## src/rtl/line_sequencer_if.sv

```systemverilog
// Raster/line-buffer handshake bundle for the line sequencer.
// master: output timing side (drives strobes and buffer status); slave: the sequencer.
// Ports: lineStart, frameStart, sameLine, newFrameIn in; pullLine, cacheUpdate, lineActive,
//        srcLine[7:0], repIdx[2:0], underrun, lockErr, underrunCnt[15:0] out (slave view).
interface line_sequencer_if;
  logic        lineStart;
  logic        frameStart;
  logic        sameLine;
  logic        newFrameIn;
  logic        pullLine;
  logic        cacheUpdate;
  logic        lineActive;
  logic [7:0]  srcLine;
  logic [2:0]  repIdx;
  logic        underrun;
  logic        lockErr;
  logic [15:0] underrunCnt;

  modport master (
    output lineStart, frameStart, sameLine, newFrameIn,
    input  pullLine, cacheUpdate, lineActive, srcLine, repIdx, underrun, lockErr, underrunCnt
  );

  modport slave (
    input  lineStart, frameStart, sameLine, newFrameIn,
    output pullLine, cacheUpdate, lineActive, srcLine, repIdx, underrun, lockErr, underrunCnt
  );
endinterface

```

## src/rtl/line_sequencer.sv

```systemverilog
// Purpose: per-output-line scheduler; pulls GBA lines from the line buffer, repeats each SCALE
//          times, refreshes the line cache and tracks frame lock / underruns.
// Latency: all outputs registered, 1 cycle after lineStart; cacheUpdate PULL_LAT cycles after pullLine.
// Backpressure: sameLine=1 at a pull point skips the pull (line repeated) and flags an underrun.
// Ports: clk, rstN (async active-low), bus (line_sequencer_if.slave).
// Option: define LINE_SEQ_UNDERRUN_STATS_EN to build the saturating 16-bit underrunCnt.
module line_sequencer #(
  parameter int SRC_LINES    = 160,
  parameter int SCALE        = 4,
  parameter int ACTIVE_START = 40,
  parameter int PULL_LAT     = 2
) (
  input  logic             clk,
  input  logic             rstN,
  line_sequencer_if.slave  bus
);

  typedef enum logic [1:0] {IDLE, BLANK, ACTIVE, DONE} seqStateT;

  seqStateT    state, stateNxt;
  logic [9:0]  lineCnt, lineCntNxt;
  logic [7:0]  srcLineQ, srcLineNxt;
  logic [2:0]  repIdxQ, repIdxNxt;
  logic        lineActiveQ, lineActiveNxt;
  logic        pullLineQ, pullNxt;
  logic        cacheUpdateQ;
  logic        lockErrQ, lockErrNxt;
  logic        underrunQ;
  logic [3:0]  cacheCnt;
  logic        cacheNow;     // cache reload without a pull (first active line)
  logic        cacheArm;     // start PULL_LAT countdown behind a pull
  logic        underrunSet;
  logic        underrunClr;
  logic        lastRep;
  logic        lastSrc;

  assign lastRep = (repIdxQ  == 3'(SCALE - 1));
  assign lastSrc = (srcLineQ == 8'(SRC_LINES - 1));

  always_comb begin
    stateNxt      = state;
    lineCntNxt    = lineCnt;
    srcLineNxt    = srcLineQ;
    repIdxNxt     = repIdxQ;
    lineActiveNxt = lineActiveQ;
    pullNxt       = 1'b0;
    cacheNow      = 1'b0;
    cacheArm      = 1'b0;
    underrunSet   = 1'b0;
    underrunClr   = 1'b0;
    lockErrNxt    = 1'b0;
    // frameStart only means anything together with lineStart
    if (bus.lineStart) begin
      case (state)
        IDLE: begin
          if (bus.frameStart && bus.newFrameIn) begin
            stateNxt    = BLANK;
            lineCntNxt  = '0;
            underrunClr = 1'b1;
          end else if (!bus.newFrameIn && !bus.sameLine) begin
            // stale line from a previous frame: throw it away
            pullNxt = 1'b1;
          end
        end
        BLANK: begin
          if (bus.frameStart) begin
            stateNxt      = IDLE;
            lineActiveNxt = 1'b0;
            lockErrNxt    = 1'b1;
          end else begin
            lineCntNxt = lineCnt + 10'd1;
            if (lineCnt + 10'd1 == 10'(ACTIVE_START)) begin
              // head of buffer is already frame line 0: load cache, no pull
              stateNxt      = ACTIVE;
              srcLineNxt    = '0;
              repIdxNxt     = '0;
              lineActiveNxt = 1'b1;
              cacheNow      = 1'b1;
            end
          end
        end
        ACTIVE: begin
          if (bus.frameStart) begin
            stateNxt      = IDLE;
            lineActiveNxt = 1'b0;
            lockErrNxt    = 1'b1;
          end else if (!lastRep) begin
            repIdxNxt = repIdxQ + 3'd1;
          end else if (!lastSrc) begin
            repIdxNxt  = '0;
            srcLineNxt = srcLineQ + 8'd1;
            if (!bus.sameLine) begin
              pullNxt  = 1'b1;
              cacheArm = 1'b1;
            end else begin
              underrunSet = 1'b1;
            end
          end else begin
            // last line consumed; nothing left to display so no cache reload
            stateNxt      = DONE;
            lineActiveNxt = 1'b0;
            if (!bus.sameLine) pullNxt = 1'b1;
            else               underrunSet = 1'b1;
          end
        end
        DONE: begin
          if (bus.frameStart) begin
            if (bus.newFrameIn) begin
              stateNxt   = BLANK;
              lineCntNxt = '0;
            end else begin
              stateNxt   = IDLE;
              lockErrNxt = 1'b1;
            end
          end
        end
        default: stateNxt = IDLE;
      endcase
    end
  end

  always_ff @(posedge clk or negedge rstN) begin
    if (!rstN) begin
      state        <= IDLE;
      lineCnt      <= '0;
      srcLineQ     <= '0;
      repIdxQ      <= '0;
      lineActiveQ  <= 1'b0;
      pullLineQ    <= 1'b0;
      cacheUpdateQ <= 1'b0;
      lockErrQ     <= 1'b0;
      underrunQ    <= 1'b0;
      cacheCnt     <= '0;
    end else begin
      state        <= stateNxt;
      lineCnt      <= lineCntNxt;
      srcLineQ     <= srcLineNxt;
      repIdxQ      <= repIdxNxt;
      lineActiveQ  <= lineActiveNxt;
      pullLineQ    <= pullNxt;
      lockErrQ     <= lockErrNxt;
      // cacheCnt==1 at the edge that lands PULL_LAT cycles after the pull pulse
      cacheUpdateQ <= cacheNow || (cacheCnt == 4'd1);
      if (cacheArm)            cacheCnt <= 4'(PULL_LAT);
      else if (cacheCnt != '0) cacheCnt <= cacheCnt - 4'd1;
      if (underrunClr)         underrunQ <= 1'b0;
      else if (underrunSet)    underrunQ <= 1'b1;
    end
  end

`ifdef LINE_SEQ_UNDERRUN_STATS_EN
  logic [15:0] underrunCntQ;

  always_ff @(posedge clk or negedge rstN) begin
    if (!rstN)                                      underrunCntQ <= '0;
    else if (underrunSet && underrunCntQ != 16'hFFFF) underrunCntQ <= underrunCntQ + 16'd1;
  end

  assign bus.underrunCnt = underrunCntQ;
`else
  assign bus.underrunCnt = '0;
`endif

  assign bus.pullLine    = pullLineQ;
  assign bus.cacheUpdate = cacheUpdateQ;
  assign bus.lineActive  = lineActiveQ;
  assign bus.srcLine     = srcLineQ;
  assign bus.repIdx      = repIdxQ;
  assign bus.underrun    = underrunQ;
  assign bus.lockErr     = lockErrQ;

endmodule

```

## src/flat_wrapper.sv

```systemverilog
// flat-port wrapper written by rule: the top's interface ports become plain ports
module line_sequencer_flat 
#(
  parameter int SRC_LINES    = 160,
  parameter int SCALE        = 4,
  parameter int ACTIVE_START = 40,
  parameter int PULL_LAT     = 2
)
  (clk, rstN, bus_lineStart, bus_frameStart, bus_sameLine, bus_newFrameIn, bus_pullLine, bus_cacheUpdate, bus_lineActive, bus_srcLine, bus_repIdx, bus_underrun, bus_lockErr, bus_underrunCnt);
  line_sequencer_if bus_i ();
  input  logic clk;
  input  logic rstN;
  input wire logic [$bits(bus_i.lineStart)-1:0] bus_lineStart;
  input wire logic [$bits(bus_i.frameStart)-1:0] bus_frameStart;
  input wire logic [$bits(bus_i.sameLine)-1:0] bus_sameLine;
  input wire logic [$bits(bus_i.newFrameIn)-1:0] bus_newFrameIn;
  output wire logic [$bits(bus_i.pullLine)-1:0] bus_pullLine;
  output wire logic [$bits(bus_i.cacheUpdate)-1:0] bus_cacheUpdate;
  output wire logic [$bits(bus_i.lineActive)-1:0] bus_lineActive;
  output wire logic [$bits(bus_i.srcLine)-1:0] bus_srcLine;
  output wire logic [$bits(bus_i.repIdx)-1:0] bus_repIdx;
  output wire logic [$bits(bus_i.underrun)-1:0] bus_underrun;
  output wire logic [$bits(bus_i.lockErr)-1:0] bus_lockErr;
  output wire logic [$bits(bus_i.underrunCnt)-1:0] bus_underrunCnt;
  assign bus_i.lineStart = bus_lineStart;
  assign bus_i.frameStart = bus_frameStart;
  assign bus_i.sameLine = bus_sameLine;
  assign bus_i.newFrameIn = bus_newFrameIn;
  assign bus_pullLine = bus_i.pullLine;
  assign bus_cacheUpdate = bus_i.cacheUpdate;
  assign bus_lineActive = bus_i.lineActive;
  assign bus_srcLine = bus_i.srcLine;
  assign bus_repIdx = bus_i.repIdx;
  assign bus_underrun = bus_i.underrun;
  assign bus_lockErr = bus_i.lockErr;
  assign bus_underrunCnt = bus_i.underrunCnt;
  line_sequencer #(.SRC_LINES(SRC_LINES), .SCALE(SCALE), .ACTIVE_START(ACTIVE_START), .PULL_LAT(PULL_LAT)) u_core (.clk(clk), .rstN(rstN), .bus(bus_i));
endmodule
```

## config.mk

```make
export PLATFORM = sky130hd
export DESIGN_NAME = line_sequencer_flat
export DESIGN_NICKNAME = d
export VERILOG_FILES = /design/src/rtl/line_sequencer_if.sv /design/src/rtl/line_sequencer.sv /design/src/flat_wrapper.sv
export SDC_FILE = /design/constraint.sdc
export NUM_CORES = 1
export LEC_CHECK = 0
export CORE_UTILIZATION = 31
export DETAILED_ROUTE_END_ITERATION = 12
export HOLD_SLACK_MARGIN = 0.06
export SYNTH_ARGS = -nofsm -noshare
export SYNTH_HDL_FRONTEND = slang
export SYNTH_SLANG_ARGS = --single-unit
export TNS_END_PERCENT = 20
```

## constraint.sdc

```tcl
create_clock -name clk -period 5.56 [get_ports clk]
set_clock_uncertainty 0.05 [all_clocks]
set_input_delay 0.556 -clock clk [delete_from_list [all_inputs] [get_ports clk]]
set_output_delay 0.556 -clock clk [all_outputs]
set_load 0.005 [all_outputs]
```

==> flow_summary.yaml <==
yosys:
  syn_area_per_cell_um2: 9.12
  syn_area_mm2: 0.00216
  netlist_instances: 237
  synth_top_area_cell: "dfrtp_1"
  ys_ff_latch: 32
  yosysSeqAreaShare_pct: 37.1
  yosys_warnings: 0
  synth_top_area_share_pct: 37.1
  synth_edf_count: 0
  synth-main-ff-cell: "dfrtp_1"
  async_flop_share_pct: 100
  synth_cell_type_count: 52
  synthTopCellsByArea: "dfrtp_1 (37%), ha_1 (6.4%), buf_4 (5.6%)"
placed_design:
  place_ws_ps: 2410
  dp_hpwl_um: 3110
  post-place-cells: 327
  port_buffers: 21
  routabilityCongestion: 0.757
drt:
  post_drt_wl_per_cell_um: 12.7
  route.detailed.drc: 0
  ant_nets: 0
  routed-via-count: 1666
  first_pass_iters: 6
  drt_wl_total_um: 4270
  drt_iter0_markers: 73
  vias_per_cell: 4.97
floorplan:
  die_w_um: 85.5
  rows: 30
  dieArea_mm2: 0.00731
  io-pin-count: 38
  fp.dieH_um: 85.5
  start_util_pct: 32.0
  coreArea_mm2: 0.00676
timing:
  setup_violations: 0
  hold_viol_final: 0
  slew_violations: 0
  fin_crit_ps: 2880
  maxSlewHeadroom_pct: 60.8
  fin_ws_ps: 2680
  fmax_ghz: 0.347
  worst_pin_slew_ps: 589
  tns_ps: 0
  rsz0062_at_grt: "no"
  hold_slack_ps: 477
  min_period_over_period_pct: 51.8
critical_path:
  endpoint_kind: "flip-flop"
  startpoint_type: "flip-flop"
  r2r_slack_ps: 2680
  r2r_cells: 8
  r2r_start: "u_core.state[0]"
  path_cells: "inv_1 -> ha_1 -> nor4bb_1 -> o21ai_0 -> a211oi_1 -> a31oi_4 -> or2_1 -> o31ai_2"
  r2r_end: "u_core.bus.srcLine[6]"
  cp.required_ps: 5710
  cpPeakStageDelay_ps: 430
  crit_slowest_cell: "nor4bb_1"
  path_class: "reg2reg"
  worstPathArrival_ps: 3030
  crit_fanout: 11
global_route:
  use_met3_pct: 3.08
  grt_pass1_wl_um: 7110
  grt_overflow: 0
  antenna_found_initial: 0
  grt.busiest_layer: "met2"
  grtUsageMet2_pct: 19.0
  grt_pass1_vias: 1490
  grt_max_degree: 33
  use_met1_pct: 16.4
  grtUsageTotal_pct: 12.1
clocking:
  clk_latency_ps: 280
  post_cts_resized: 0
  cts_tree: "yes"
  cts_hold_buf: 0
  root_buffer: "clkbuf_8"
  cts_max_level: 2
  cts_buffers: 5
  clkSlewWorstSetupHoldPaths_ps: 70
  cts_sinks: 32
  post_cts_buffers: 0
  clk_path_buf_depth: 2
worst_hold_path:
  min_from: "u_core.cacheCnt[1]"
  min_to: "u_core.cacheCnt[1]"
  worstHoldPathCells: 1
  hp-class: "reg2reg"
final_layout:
  diodes: 0
  final_nets: 271
  finalNonFillerCells: 335
  drive_gt1_share_pct: 7.84
  nFillCells: 717
  syn_to_final_growth_pct: 14.2
status:
  outcome: "finished clean"
power_and_ir_drop:
  vdd_drop_max_mv: 0.147
  p_leak_nw: 1.07
  power_density_mw_per_mm2: 399
  finalPower_mw: 0.984
job:
  maxCapViolCount: 0
==> registers in the layout, summed over array words and instances (netlist names) <==
name,cells
u_core.bus.underrun,1
u_core.bus.lineActive,1
u_core.cacheCnt,4
u_core.bus.repIdx,3
u_core.bus.pullLine,1
u_core.bus.lockErr,1
u_core.bus.cacheUpdate,1
u_core.bus.srcLine,8
u_core.lineCnt,10
u_core.state,2
==> final cells by class <==
cell class              instances  area (um2)  area share [%]
inverters                       9        33.8            1.37
multi-input cells             184        1210            49.0
repair buffers                 22         218            8.82
clock buffers                   6        72.6            2.94
well taps                      80         100            4.05
clock inverters                 2        35.0            1.42
flip-flops and latches         32         801            32.4
==> report_power, final <==
| part | leakage, nW | internal, mW | switching [mW] |
|---|---|---|---|
| logic | 0.589 | 0.184 | 0.213 |
| registers | 0.424 | 0.295 | 0.0737 |
| clock network | 0.0552 | 0.133 | 0.0862 |
==> worst max path at each step <==
| stage | start | to | slack (ps) |
|---|---|---|---|
| 2_1_floorplan | u_core.state[0] | u_core.bus.srcLine[5] | 3060 |
| 3_3_place_gp | bus_frameStart | u_core.bus.srcLine[5] | 2490 |
| 3_5_place_dp | bus_frameStart | u_core.bus.srcLine[6] | 2410 |
| 4_1_cts | u_core.state[0] | u_core.bus.srcLine[6] | 2660 |
| 5_1_grt | u_core.state[0] | u_core.bus.srcLine[6] | 2380 |
| 6_report | u_core.state[0] | u_core.bus.srcLine[6] | 2680 |
==> synth_stat cells, drive strengths merged, types with 6 or more instances <==
cell,count
o21ai,18
buf,21
nand2,17
nand2b,12
nor3,8
nor2,18
o31ai,8
inv,8
a21oi,8
nand3,12
clkbuf,6
ha,11
a22o,8
dfrtp,32
==> through the flow <==
stage          cell area [um2]  utilization [%]
4_1_cts                   2470             36.5
2_1_floorplan             2220                -
6_report                  2470             36.5
3_3_place_gp              2360             34.9
5_1_grt                   2470             36.5
3_5_place_dp              2360             34.9
==> metal layers <==
metal / wire (um) / share of wire (%)
met3: 142 / 3.3
met4: 55 / 1.3
met1: 2180 / 51
met2: 1890 / 44
met5: 0 / 0
==> placed cells by master (no fill, tap or decap), types with 3 or more instances in the layout <==
| master | count |
|---|---|
| o31ai_1 | 4 |
| clkdlybuf4s50_1 | 21 |
| and2_1 | 3 |
| nor3_1 | 7 |
| a31oi_1 | 3 |
| nand2_1 | 17 |
| dfrtp_1 | 32 |
| inv_1 | 8 |
| ha_1 | 11 |
| conb_1 | 16 |
| nand3_1 | 11 |
| o21ai_0 | 17 |
| nand2b_1 | 12 |
| a22o_1 | 8 |
| a21o_1 | 3 |
| mux2i_1 | 4 |
| nor2b_1 | 3 |
| clkbuf_8 | 5 |
| a21oi_1 | 8 |
| and3_1 | 4 |
| nor2_1 | 18 |
| o31ai_2 | 3 |
==> cells by family (layout without fill, tap and decap cells) <==
logic type / Yosys count / count (layout) / synth area share (%)
xor gates and xnor gates: 3 / 3 / 1.22
buffers and inverters: 36 / 39 / 9.61
muxes: 5 / 5 / 2.37
AOI/OAI and AO/OA: 59 / 59 / 20.8
DFF: 32 / 32 / 37.1
other: 1 / 16 / 0.174
and+or+nand+nor: 90 / 90 / 22.4
adders and majority gates: 11 / 11 / 6.37
==> critical path, delay by kind of cell (launching register included) <==
| kind | cells | cell delay [ps] |
|---|---|---|
| compound gates | 4 | 1010 |
| simple gates | 2 | 800 |
| flops | 1 | 420 |
| fa+ha+maj | 1 | 410 |
| buf+inv | 1 | 120 |
(Power assumes the default switching activity.)
